===== config.mk =====
export PLATFORM = sky130hd
export DESIGN_NAME = reg_word_assembler
export DESIGN_NICKNAME = d
export VERILOG_FILES = /design/src/rtl/reg_word_assembler_pkg.sv /design/src/rtl/reg_word_assembler.sv
export SDC_FILE = /design/constraint.sdc
export NUM_CORES = 1
export LEC_CHECK = 0
export ABC_AREA = 1
export CORE_ASPECT_RATIO = 1.5
export CORE_MARGIN = 3
export CORE_UTILIZATION = 55
export CTS_CLUSTER_SIZE = 25
export DETAILED_ROUTE_END_ITERATION = 10
export GPL_TIMING_DRIVEN = 0
export PLACE_DENSITY = 0.86
export SETUP_SLACK_MARGIN = 0.02
export SYNTH_ARGS = -nofsm -noshare
export SYNTH_HDL_FRONTEND = slang
export SYNTH_SLANG_ARGS = --single-unit

===== constraint.sdc =====
create_clock -name clk -period 3.6 [get_ports clk]
set_clock_uncertainty 0.2 [all_clocks]
set_input_delay 0.72 -clock clk [delete_from_list [all_inputs] [get_ports clk]]
set_output_delay 0.72 -clock clk [all_outputs]
set_load 0.02 [all_outputs]

===== src/rtl/reg_word_assembler_pkg.sv =====
// Shared types for the register word assembler: byte/word containers and FSM states.
`timescale 1ns/1ps
package reg_word_assembler_pkg;

  typedef logic [7:0]  byte_t;
  typedef logic [15:0] word_t;
  typedef logic [3:0]  reg_num_t;
  typedef logic [7:0]  timer_t;

  typedef enum logic [1:0] {
    RWA_IDLE,
    RWA_WR_REQ,
    RWA_RD_REQ
  } rwa_state_t;

endpackage


===== src/rtl/reg_word_assembler.sv =====
// Merges byte-wide register strobes into atomic 16-bit word requests.
// Even byte is the high byte (68k order). A word read is snapshotted so the
// odd-byte read returns the low half of the same word the even-byte read saw.
`timescale 1ns/1ps
module reg_word_assembler
  import reg_word_assembler_pkg::*;
#(
  parameter int unsigned ACK_TIMEOUT = 15
) (
  input  logic        clk,
  input  logic        reset_n_i,
  input  logic        write_strobe_i,
  input  logic        read_strobe_i,
  input  logic [3:0]  reg_num_i,
  input  logic        bytesel_i,
  input  logic [7:0]  bytedata_i,
  output logic        reg_wr_o,
  output logic [3:0]  reg_wr_num_o,
  output logic [15:0] reg_wr_data_o,
  input  logic        reg_wr_ack_i,
  output logic        reg_rd_o,
  output logic [3:0]  reg_rd_num_o,
  input  logic [15:0] reg_rd_data_i,
  input  logic        reg_rd_valid_i,
  output logic [7:0]  bus_data_o,
  output logic        busy_o,
  output logic        err_o
);

  localparam timer_t TIMER_LOAD = timer_t'(ACK_TIMEOUT);

  rwa_state_t state_q, state_d;
  byte_t      hi_latch_q, hi_latch_d;
  word_t      rd_word_q, rd_word_d;
  reg_num_t   rd_num_q, rd_num_d;
  logic       rd_snap_valid_q, rd_snap_valid_d;
  reg_num_t   wr_num_q, wr_num_d;
  word_t      wr_data_q, wr_data_d;
  reg_num_t   rd_req_num_q, rd_req_num_d;
  logic       rd_sel_lo_q, rd_sel_lo_d;
  byte_t      bus_data_q, bus_data_d;
  logic       err_q, err_d;
  timer_t     timer_q, timer_d;

  // Next-state logic: strobe decode in IDLE, ack/valid/timeout handling while a request is open.
  always_comb begin
    state_d         = state_q;
    hi_latch_d      = hi_latch_q;
    rd_word_d       = rd_word_q;
    rd_num_d        = rd_num_q;
    rd_snap_valid_d = rd_snap_valid_q;
    wr_num_d        = wr_num_q;
    wr_data_d       = wr_data_q;
    rd_req_num_d    = rd_req_num_q;
    rd_sel_lo_d     = rd_sel_lo_q;
    bus_data_d      = bus_data_q;
    err_d           = err_q;
    timer_d         = timer_q;

    case (state_q)
      RWA_IDLE: begin
        if (write_strobe_i) begin
          if (read_strobe_i) begin
            err_d = 1'b1;
          end
          if (!bytesel_i) begin
            hi_latch_d      = bytedata_i;
            rd_snap_valid_d = 1'b0;
          end else begin
            wr_num_d  = reg_num_i;
            wr_data_d = {hi_latch_q, bytedata_i};
            timer_d   = TIMER_LOAD;
            state_d   = RWA_WR_REQ;
            if (reg_num_i == rd_num_q) begin
              rd_snap_valid_d = 1'b0;
            end
          end
        end else if (read_strobe_i) begin
          if (bytesel_i && rd_snap_valid_q && (reg_num_i == rd_num_q)) begin
            bus_data_d      = rd_word_q[7:0];
            rd_snap_valid_d = 1'b0;
          end else begin
            rd_req_num_d = reg_num_i;
            rd_sel_lo_d  = bytesel_i;
            timer_d      = TIMER_LOAD;
            state_d      = RWA_RD_REQ;
          end
        end
      end

      RWA_WR_REQ: begin
        if (reg_wr_ack_i) begin
          state_d = RWA_IDLE;
        end else if (timer_q <= 8'd1) begin
          state_d = RWA_IDLE;
          err_d   = 1'b1;
        end else begin
          timer_d = timer_q - 8'd1;
        end
      end

      RWA_RD_REQ: begin
        if (reg_rd_valid_i) begin
          rd_word_d       = reg_rd_data_i;
          rd_num_d        = rd_req_num_q;
          // An odd-byte fetch has already consumed the low half, so no snapshot is left pending.
          rd_snap_valid_d = !rd_sel_lo_q;
          bus_data_d      = rd_sel_lo_q ? reg_rd_data_i[7:0] : reg_rd_data_i[15:8];
          state_d         = RWA_IDLE;
        end else if (timer_q <= 8'd1) begin
          state_d = RWA_IDLE;
          err_d   = 1'b1;
        end else begin
          timer_d = timer_q - 8'd1;
        end
      end

      default: begin
        state_d = RWA_IDLE;
      end
    endcase

    // A strobe arriving mid-request is dropped; only the high-byte latch can still be loaded.
    if ((state_q != RWA_IDLE) && (write_strobe_i || read_strobe_i)) begin
      err_d = 1'b1;
      if (write_strobe_i && !bytesel_i) begin
        hi_latch_d = bytedata_i;
      end
    end
  end

  // State register; asynchronous reset drops any open request at once.
  always_ff @(posedge clk or negedge reset_n_i) begin
    if (!reset_n_i) begin
      state_q         <= RWA_IDLE;
      hi_latch_q      <= '0;
      rd_word_q       <= '0;
      rd_num_q        <= '0;
      rd_snap_valid_q <= 1'b0;
      wr_num_q        <= '0;
      wr_data_q       <= '0;
      rd_req_num_q    <= '0;
      rd_sel_lo_q     <= 1'b0;
      bus_data_q      <= '0;
      err_q           <= 1'b0;
      timer_q         <= '0;
    end else begin
      state_q         <= state_d;
      hi_latch_q      <= hi_latch_d;
      rd_word_q       <= rd_word_d;
      rd_num_q        <= rd_num_d;
      rd_snap_valid_q <= rd_snap_valid_d;
      wr_num_q        <= wr_num_d;
      wr_data_q       <= wr_data_d;
      rd_req_num_q    <= rd_req_num_d;
      rd_sel_lo_q     <= rd_sel_lo_d;
      bus_data_q      <= bus_data_d;
      err_q           <= err_d;
      timer_q         <= timer_d;
    end
  end

  assign reg_wr_o      = (state_q == RWA_WR_REQ);
  assign reg_rd_o      = (state_q == RWA_RD_REQ);
  assign busy_o        = (state_q != RWA_IDLE);
  assign reg_wr_num_o  = wr_num_q;
  assign reg_wr_data_o = wr_data_q;
  assign reg_rd_num_o  = rd_req_num_q;
  assign bus_data_o    = bus_data_q;
  assign err_o         = err_q;

endmodule


==> impl_metrics.toml <==
[logic_synthesis]
postSynth.asyncResetShare = 1.00
avgSynthCellArea_um2 = 8.06
synth_fp_nets = 447
synth.area.top_cells = "dfrtp_1 50%, nand2_1 16%, inv_1 4.7%"
yosysMostFrequentCell = "nand2_1"
synth_top_cell_by_area = "dfrtp_1"
synth_common_cells = "141 x nand2_1, 65 x dfrtp_1, 41 x inv_1"
synthCells = 406
yosysWarnings = 0
synth-edff-count = 0
ys_ff_latch = 65
yosysSeqAreaShare = 0.497
yosysTopAreaCellShare = 0.497
syn_area_um2 = 3270
yosysUniqueCellTypes = 33
ys.flop_type = "dfrtp_1"

[critical_path]
worst-path-max-fanout = 9
reg2reg_depth = 9
worst_r2r_endpoint = "timer_q[4]"
r2r_start = "state_q[0]"
slowest_stage = "clkdlybuf4s50_1"
criticalPathCategory = "reg -> out"
crit_path_cell_trace = "inv_1 > ha_1 > buf_6 > inv_2 > clkdlybuf4s50_1"
cp.required_ps = 2680
setup.worst_path.end_class = "output port"
rrSetupSlack_ps = 1430
crit_family = "buffers and inverters"
start_kind = "flop"
cp.arrival_ps = 1860
crit_buf_inv = 4
max_stage_delay_ps = 600

[floorplanning]
core_area_um2 = 5620
io_pins = 71
die_area_um2 = 6930
die_w_um = 69.0
chipHeight_um = 100
initial_core_util = 0.583
rows = 33

[place]
port_buffers = 70
place_ws_ps = 969
hpwl_um = 6030
gp_congestion = 0.883
place_area_um2 = 4080

[sta]
hold_viol = 0
max_slew_margin = 0.435
fin_crit_sh = 0.771
worstMarginPinSlew_ps = 848
period_minus_slack_ps = 2780
setup_viol_count_final = 0
max_freq_mhz = 360
finalMaxSlewViolations = 0
rsz0062_at_grt = "false"
fin_ws_ps = 823

[global_routing]
grt-ovfl-total = 0
grt_use_total = 0.262
grt_pass1_vias = 3130
grt_pass1_wl_um = 13700
grt_max_degree = 39
grt_antenna_before_repair = 0

[routing]
routed_wl_um = 7930
routedWlPerCell_um = 14.1
drc = 0
postRouteAntennaNets = 0
drt_iter0_drc = 201
drt-pass1-iter-count = 4
avgViaCountPerCell = 5.33
via_count = 3003

[cells_and_area]
syn2layout_area_growth_pct = 30.0
final_area_um2 = 4250
nets = 529
postLayoutCoreUtil = 0.758
drive_above_1_share = 0.112
diodes = 0

[clock_tree]
worstSkewPairLatency_ps = 350
cts.repair.resized = 0
cts_tree = "done"
hold_buffers = 0
clockRootBuffer = "clkbuf_8"
clockBufferDepth = 2
cts_made_buffers = 9
numClockSinks = 65
cts_setup_buffers = 0
cts-htree-levels = 3
clk_pin_slew_ps = 80

[job]
cap_viol_max_count = 0

[pwr]
ir_drop_mv = 0.660
power_density_nw_per_um2 = 839
total_power_uw = 3570
p_leak_uw = 0.00211

[hold_path]
hold_path_class = "in -> async"

[outcome]
status = "complete, no violations"
## metal layers
layer | wire (µm) | share of wire | vias to the layer above | global-route usage
met5 | 0 | 0 | - | 0
met4 | 211 | 0.027 | 0 | 0.143
met3 | 389 | 0.049 | 19 | 0.0614
met2 | 4320 | 0.54 | 107 | 0.444
met1 | 3020 | 0.38 | 1429 | 0.294
li1 | - | - | 1448 | -
## cell usage in the layout (no fill, tap or decap), drive strengths merged, types with 10 or more instances in the layout
master / synthesis / final
nand2: 147 / 147
clkdlybuf4s50: 0 / 69
dfrtp: 65 / 65
inv: 46 / 47
nor2: 40 / 40
o21ai: 40 / 40
clkbuf: 6 / 15
nand3: 13 / 13
nand4: 11 / 11
a21oi: 10 / 10
## per-stage QoR
step                setup TNS [ps]  std cells  hold WS (ps)
floorplan                        0        406           224
global placement            -27430        546           253
detailed placement               0        547           265
CTS                              0        563           283
global route                     0        563           309
finish                           0        563           276
## flip-flops by register name (all words and copies together), names as in the netlist
signal	count
rd_sel_lo_q	1
rd_word_q	8
err_o	1
reg_wr_data_o	16
reg_rd_num_o	4
hi_latch_q	8
reg_wr_num_o	4
bus_data_o	8
rd_snap_valid_q	1
state_q	2
timer_q	8
rd_num_q	4
## cells by family after synthesis
group	count (synthesis)	share of synthesized area
xor+xnor	1	0.00268
flops	65	0.497
compound gates	61	0.118
simple gates	216	0.289
fa+ha+maj	6	0.0229
buf+inv	57	0.0707
## power breakdown
group	switching (µW)	leakage [µW]	total, µW	internal [µW]
Sequential	193	0.000807	1220	1030
Clock	302	0.0000858	555	254
Combinational	1050	0.00121	1790	742
## how the worst max path moves through the flow
stage / startpoint / to / cells after the start
after global routing: state_q[0] / busy_o / 5
after detailed placement: write_strobe_i / reg_wr_data_o[11] / 7
after global placement: reset_n_i / bus_data_o[5] / 1
after floorplan: state_q[0] / timer_q[7] / 9
final: state_q[0] / busy_o / 5
after CTS: state_q[0] / busy_o / 5
## area by class of cell
cell class | count | area, µm²
clock inverters | 7 | 55.1
inverters | 46 | 173
well taps | 70 | 87.6
repair buffers | 71 | 716
clock buffers | 9 | 124
multi-input cells | 284 | 1410
fillers | 441 | 1360
plain buffers | 11 | 58.8
flip-flops and latches | 65 | 1630
Power figures use the tool's default switching activity.
